<file path="src/rtl/mult_sequencer.sv">
// Control FSM for the shift-add signed multiplier: turns run/clear-load button
// levels into datapath strobes. Optional macro MULT_SEQ_SKIP_EN folds the shift into EVAL when b0=0.
module mult_sequencer #(
  parameter int WIDTH = 8,
  parameter int CW    = $clog2(WIDTH)
) (
  input  logic          clk,
  input  logic          reset,
  input  logic          run,
  input  logic          clra_ldb,
  input  logic          b0,
  output logic          cleara,
  output logic          loadb,
  output logic          add,
  output logic          sub,
  output logic          shift,
  output logic          busy,
  output logic          done,
  output logic [CW-1:0] count
);

  typedef enum logic [2:0] {
    S_IDLE,
    S_CLR,
    S_EVAL,
    S_SHIFT,
    S_HOLD
  } state_t;

  localparam logic [CW-1:0] LAST = CW'(WIDTH - 1);

  state_t        r_state;
  state_t        w_state_next;
  logic [CW-1:0] r_count;
  logic [CW-1:0] w_count_next;
  logic          r_run_q;
  logic          r_clq_q;
  logic          w_run_ev;
  logic          w_load_ev;
  logic          w_last;

  // A held button level produces a single event on its rising edge.
  assign w_run_ev  = run & ~r_run_q;
  assign w_load_ev = clra_ldb & ~r_clq_q;
  assign w_last    = (r_count == LAST);
  assign count     = r_count;

  always_ff @(posedge clk or posedge reset) begin
    if (reset) begin
      r_state <= S_IDLE;
      r_count <= '0;
      r_run_q <= 1'b0;
      r_clq_q <= 1'b0;
    end else begin
      r_state <= w_state_next;
      r_count <= w_count_next;
      r_run_q <= run;
      r_clq_q <= clra_ldb;
    end
  end

  always_comb begin
    w_state_next = r_state;
    w_count_next = r_count;
    cleara       = 1'b0;
    loadb        = 1'b0;
    add          = 1'b0;
    sub          = 1'b0;
    shift        = 1'b0;
    busy         = 1'b0;
    done         = 1'b0;
    case (r_state)
      S_IDLE: begin
        // Load wins a tie; the coincident run edge is consumed and lost.
        if (w_load_ev) begin
          cleara = 1'b1;
          loadb  = 1'b1;
        end else if (w_run_ev) begin
          w_state_next = S_CLR;
        end
      end
      S_CLR: begin
        busy         = 1'b1;
        cleara       = 1'b1;
        w_count_next = '0;
        w_state_next = S_EVAL;
      end
      S_EVAL: begin
        busy = 1'b1;
        if (b0) begin
          // The MSB of a two's-complement multiplier carries negative weight.
          add          = ~w_last;
          sub          = w_last;
          w_state_next = S_SHIFT;
        end else begin
`ifdef MULT_SEQ_SKIP_EN
          shift = 1'b1;
          if (w_last) begin
            w_state_next = S_HOLD;
          end else begin
            w_count_next = r_count + CW'(1);
            w_state_next = S_EVAL;
          end
`else
          w_state_next = S_SHIFT;
`endif
        end
      end
      S_SHIFT: begin
        busy  = 1'b1;
        shift = 1'b1;
        if (w_last) begin
          w_state_next = S_HOLD;
        end else begin
          w_count_next = r_count + CW'(1);
          w_state_next = S_EVAL;
        end
      end
      S_HOLD: begin
        done = 1'b1;
        if (!run) w_state_next = S_IDLE;
      end
      default: w_state_next = S_IDLE;
    endcase
  end

endmodule

</file>
<file path="config.mk">
export PLATFORM = sky130hd
export DESIGN_NAME = mult_sequencer
export DESIGN_NICKNAME = d
export VERILOG_FILES = /design/src/rtl/mult_sequencer.sv
export SDC_FILE = /design/constraint.sdc
export NUM_CORES = 1
export LEC_CHECK = 0
export ABC_AREA = 1
export CAP_MARGIN = 20
export CORE_AREA = 2 2 39 41
export DETAILED_ROUTE_END_ITERATION = 7
export DIE_AREA = 0 0 41 43
export PLACE_DENSITY_LB_ADDON = 0.1
export SETUP_SLACK_MARGIN = 0.5
export SYNTH_ARGS = -nofsm -noshare
export SYNTH_HDL_FRONTEND = slang
export SYNTH_SLANG_ARGS = --single-unit
</file>
<file path="constraint.sdc">
create_clock -name clk -period 1.1 [get_ports clk]
set_input_delay 0.22 -clock clk [delete_from_list [all_inputs] [get_ports clk]]
set_output_delay 0.22 -clock clk [all_outputs]
set_load 0.005 [all_outputs]
</file>
== Word level (Yosys, flattened, before mapping) ==
Cells that the tools add are included.

* Reduce and logical (&&, ||, !) cells: 5
* Bitwise operators: 5
* $add $sub $neg: 1
* Eq/ne operators: 9
* Muxes and demuxes: 17

{| class="wikitable"
|+ Operator list
! operator !! count
|-
| 3-bit 2-to-1 mux || 5
|-
| 3-bit one-hot mux with 5 select lines || 1
|-
| 1-bit 2-to-1 mux || 9
|-
| 2-bit != test, second input constant || 4
|-
| 3-bit by 2-bit == test with 1-bit output, second input constant || 2
|-
| 3-bit == test, second input constant || 2
|-
| 3-bit one-hot mux with 2 select lines || 1
|-
| 3-bit by 1-bit adder with 3-bit output, second input constant || 1
|-
| 3-bit by 1-bit == test with 1-bit output, second input constant || 1
|-
| 3-bit zero test || 1
|-
| 1-bit inverter || 3
|-
| 3-bit AND reduction || 1
|-
| 3-bit OR reduction || 1
|-
| 1-bit AND || 2
|-
| 1-bit one-hot mux with 2 select lines || 1
|-
| 2-bit AND reduction || 1
|-
| 2-bit nonzero test || 1
|}

* Word-level logic and storage cells: 41
* Register bits after elaboration: 8
* Output and inout bits: 10
* Input port bits: 5

== Logic depth before layout (Yosys ltp) ==
Gate-level depths: netlist of run 1.

* Depth in word-level cells: 5
* Gate-level depth with buffers: 6
* Depth with buffers taken out: 6

== Least setup slack after synthesis of run 1 ==
OpenSTA, ideal clock, no wires.

* Path type: register -> output
* Start: reg r_count[0] (netlist: count[0])
* End: out sub
* Arrival: 1037 ps
* Data required time: 880 ps
* Setup slack: -157 ps
* Buffers on the path: 0
* Stages on the path, launching flop included: 5
* Path through: dfrtp_1 > ha_1 > ha_1 > nand2_1 > nor3_1

* Cells in the longest elaborated chain, start to end: 3

{| class="wikitable"
|+ Ends and longest elaborated chain
! item !! line !! text
|-
| from (decl) || 34 || <nowiki>logic [CW-1:0] r_count;</nowiki>
|-
| from (signal assigned) || 56 || <nowiki>r_count <= w_count_next;</nowiki>
|-
| 3-bit == test || 45 || <nowiki>assign w_last = (r_count == LAST);</nowiki>
|-
| 1-bit 2-to-1 mux || 90 || <nowiki>if (b0) begin</nowiki>
|-
| 1-bit 2-to-1 mux || 72 || <nowiki>case (r_state)</nowiki>
|-
| to (decl) || 15 || <nowiki>output logic sub,</nowiki>
|}

No other way between the ends.

== Worst setup path in the final report of run 1 ==
* Start: reg r_count[1] (netlist: count[1])
* End: out add

* Cells in the longest elaborated chain, start to end: 4

{| class="wikitable"
|+ Ends and longest elaborated chain
! item !! line !! text
|-
| 3-bit == test || 45 ||
|-
| 1-bit inverter || 92 || <nowiki>add = ~w_last;</nowiki>
|-
| 1-bit 2-to-1 mux || 90 ||
|-
| 1-bit 2-to-1 mux || 72 ||
|-
| to (decl) || 14 || <nowiki>output logic add,</nowiki>
|}

No other way between the ends.

==> results.txt, run 1 <==
----------------------------------------------------
[Job]
  Number of maximum-capacitance violations ... 0

[Worst setup path]
  Element type at the critical path end ... output pin
  Source of the worst register-to-register timing path ... count[1]$_DFFE_PP0P_
  CP Data Required Time ... approximately 0.88 ns
  Delay of the slowest cell on the worst path ... 0.37 ns
  Critical path peak fanout ... 3
  FF-to-FF path depth ... 7
  Endpoint of the worst register-to-register path ... count[1]$_DFFE_PP0P_
  Slowest library cell on the worst path ... sky130_fd_sc_hd__dfrtp_1
  Category of the critical setup timing path ... flop to output pin
  Element type at the critical path start ... flop
  Worst endpoint data arrival time ... 1.27 ns
  R2R Setup Slk ... -0.14 ns
  Series of cell instances along the critical path ... ha_2 > ha_4 > nor3_2 > buf_2

[Clock tree]
  Clock latency of the later-clocked register in the worst-skew pair ... 0.26 ns
  Number of clock sinks seen by CTS ... 8
  Num CTS Buffers ... 3
  Maximum clock path buffer count ... 2
  H-tree levels ... 1
  CTS tree ... built
  Register clock-pin slew on the reported worst setup and hold paths ... 0.05 ns
  Hold bufs inserted after CTS ... 0
  Root buffer cell ... sky130_fd_sc_hd__clkbuf_4

[Synthesis]
  Biggest area consumer among synthesized cells ... sky130_fd_sc_hd__dfrtp_1
  Leading cell types by total area after synthesis ... sky130_fd_sc_hd__dfrtp_1, sky130_fd_sc_hd__nand2_1, sky130_fd_sc_hd__inv_1
  Share of flip-flops with an asynchronous set or reset after synthesis ... 100%
  Post-synth cell types ... 12
  Cell Area, Synth ... about 400 µm²
  Yosys warns ... 0
  Mean cell area of the mapped netlist ... 7.74 µm²
  Number of synthesized flops with an enable pin ... 0
  Top cell type's share of synthesized area ... 48.8%
  Dominant cell by count in the synthesized netlist ... sky130_fd_sc_hd__nand2_1
  Most frequent cells after synthesis ... sky130_fd_sc_hd__nand2_1, sky130_fd_sc_hd__dfrtp_1, sky130_fd_sc_hd__inv_1, sky130_fd_sc_hd__nor2_1, sky130_fd_sc_hd__nor3_1
  Number of synthesized register bits ... 8
  Primary FF master, synth ... sky130_fd_sc_hd__dfrtp_1
  Synthesized net count ... 60
  Post-synthesis sequential area ratio ... 48.8%
  Gate count after technology mapping ... 53

[STA]
  Ratio of final minimum period to clock period ... 136%
  Remaining max-slew budget at the tightest pin ... 77.2%
  RSZ-0062 raised after global routing ... yes
  PnR worst setup slack ... -0.393 ns
  Hold violation total from the final report ... 0
  Final critical delay including setup and external delays ... about 1.5 ns
  Top achievable clock speed ... 670 MHz
  Slew Limit Fails ... 0
  Finish-stage setup viols ... 14
  Worst clock skew ... 0.00266 ns
  Slew of the pin with the lowest slew margin ... 0.342 ns

[Place]
  Setup slack after placement ... -0.635 ns
  Count of buffers inserted at the top-level ports ... 14
  Weighted congestion at the end of routability-driven global placement ... between 0.6 and 0.7
  Placed wire-length estimate after detailed placement ... ~850 µm

[Global routing]
  Number of antenna violations at the first check in global routing ... 0
  Total congestion overflow ... 0
  Pin count of the biggest net entering global routing ... 9
  Total global-route track usage ... 17.8%
  Wire length of the first global-routing pass ... 2.04 mm
  Vias in the first global route ... 494

[Finish]
  Fin util ... 65.9%
  Growth of design area from synthesis to finish ... 122%
  Final antenna diode count ... 0
  Total number of nets in the final design ... 106
  Share of layout cells above drive strength 1 ... 63.9%

[Pwr]
  Leakage power total ... about 0.00048 µW
  Worst ir drop on vdd ... 1.23 mV
  Pwr per Cell Area ... 2320 nW/µm²

[Worst hold path]
  Classification of the worst-slack hold path ... input port to async pin

[Route]
  Aggregate routed wire length ... about 1.4 mm
  Routed vias ... around 500
  Number of iterations in the first detailed-routing pass ... 2
  Via count normalized by instance count ... around 4.5
  Routed Antenna Nets ... 0
  Post-DR wirelength/cell ... 12.4 µm
  DRT iter0 DRCs ... 1
  Remaining DRCs ... 0

[Floorplanning]
  Initial standard-cell utilization of the core ... 29.7%
  IO Pins ... 15
  Horizontal die dimension ... 41 µm
  Row count ... 14
  Area enclosed by the die boundary ... 1760 µm²
  Die Ht ... between 40 and 50 µm
  Placeable core region ... roughly 1400 µm²

[Run status]
  Failing checks ... setup timing
  Outcome ... finished, violations left

----------------------------------------------------
## report_power, final
part	total [µW]	switching, µW	internal, µW
clock	226	101	125
combinational	1420	589	832
sequential	470	86.6	383
## critical path: cells and delay by family, from the launching register on
kind	cells	cell delay, ns
flops	1	0.37
fa+ha+maj	2	0.37
simple gates	1	0.14
buf+inv	1	0.13
## final cells by class
class                      instances  area [µm²]
fill                             119         472
timing repair buffer              41         365
multi-input combinational         37         270
sequential                         8         201
inverter                           8        32.5
clock buffer                       3        22.5
tap                               16        20.0
## sequential cells by signal, indices dropped and copies added, names as in the netlist
signal   cells
r_clq_q      1
r_run_q      1
count        3
r_state      3
## stage by stage
step	TNS, ns	total power (µW)	area (µm²)	instances	hold WS [ns]
after global placement	-3.83	1350	709	97	0.494
after global routing	-3.74	2270	912	113	0.263
after CTS	-2.85	1800	831	109	0.226
final	-3.05	2120	912	113	0.219
after floorplan	-0.101	844	444	53	0.0357
after detailed placement	-3.87	1350	709	97	0.503
## cell usage in the layout (no fill, tap or decap), types with 2 or more instances in the layout
cell and count:
sky130_fd_sc_hd__nor2_4 3, sky130_fd_sc_hd__buf_2 7, sky130_fd_sc_hd__nand2_1 13, sky130_fd_sc_hd__inv_1 4, sky130_fd_sc_hd__buf_6 15, sky130_fd_sc_hd__nor3_2 3
sky130_fd_sc_hd__nand2_4 4, sky130_fd_sc_hd__inv_2 3, sky130_fd_sc_hd__nor2_1 3, sky130_fd_sc_hd__nand3_1 2, sky130_fd_sc_hd__a21oi_2 2, sky130_fd_sc_hd__dfrtp_1 7
sky130_fd_sc_hd__clkbuf_4 3, sky130_fd_sc_hd__clkdlybuf4s50_1 3, sky130_fd_sc_hd__buf_4 13, sky130_fd_sc_hd__nand2_2 2, sky130_fd_sc_hd__nand3b_1 2
## worst max path at each step
stage | from | to | slack (ns) | cells after the start
floorplan | count[0]$_DFFE_PP0P_ | sub | -0.03 | 4
global placement | clra_ldb | loadb | -0.63 | 4
detailed placement | clra_ldb | loadb | -0.64 | 4
CTS | count[0]$_DFFE_PP0P_ | sub | -0.38 | 5
global route | count[0]$_DFFE_PP0P_ | sub | -0.44 | 5
finish | count[1]$_DFFE_PP0P_ | add | -0.39 | 4
## logic make-up (layout without fill, tap and decap cells)
| group | count (synthesis) | count (layout) | share of synthesized area (%) |
|---|---|---|---|
| compound gates | 2 | 2 | 2.44 |
| fa+ha+maj | 2 | 2 | 6.10 |
| buf+inv | 8 | 52 | 7.32 |
| flops | 8 | 8 | 48.8 |
| simple gates | 33 | 33 | 35.4 |
## metal layers
layer | GRT usage, % | up-vias | share of wire, % | routed length (µm)
met5 | 0 | - | 0 | 0
met4 | 6.00 | 0 | 0.72 | 10
li1 | - | 253 | - | -
met2 | 30.9 | 8 | 59 | 829
met3 | 7.85 | 3 | 4.5 | 63
met1 | 17.6 | 246 | 35 | 494
## repair_timing
| action | CTS | global route |
|---|---|---|
| gates resized for setup | 58 | 14 |
| buffers inserted | 9 | 4 |
| pin swaps | 6 | 5 |
| setup endpoints to repair | 17 | 16 |
No activity file was read; power rests on OpenSTA's default activity.
==> run 2, diff against run 1 <==
Settings changed: GPL_TIMING_DRIVEN set to 1.
==> results of run 2 <==
The final DEF is identical to that of run 1; final timing and power are the same.
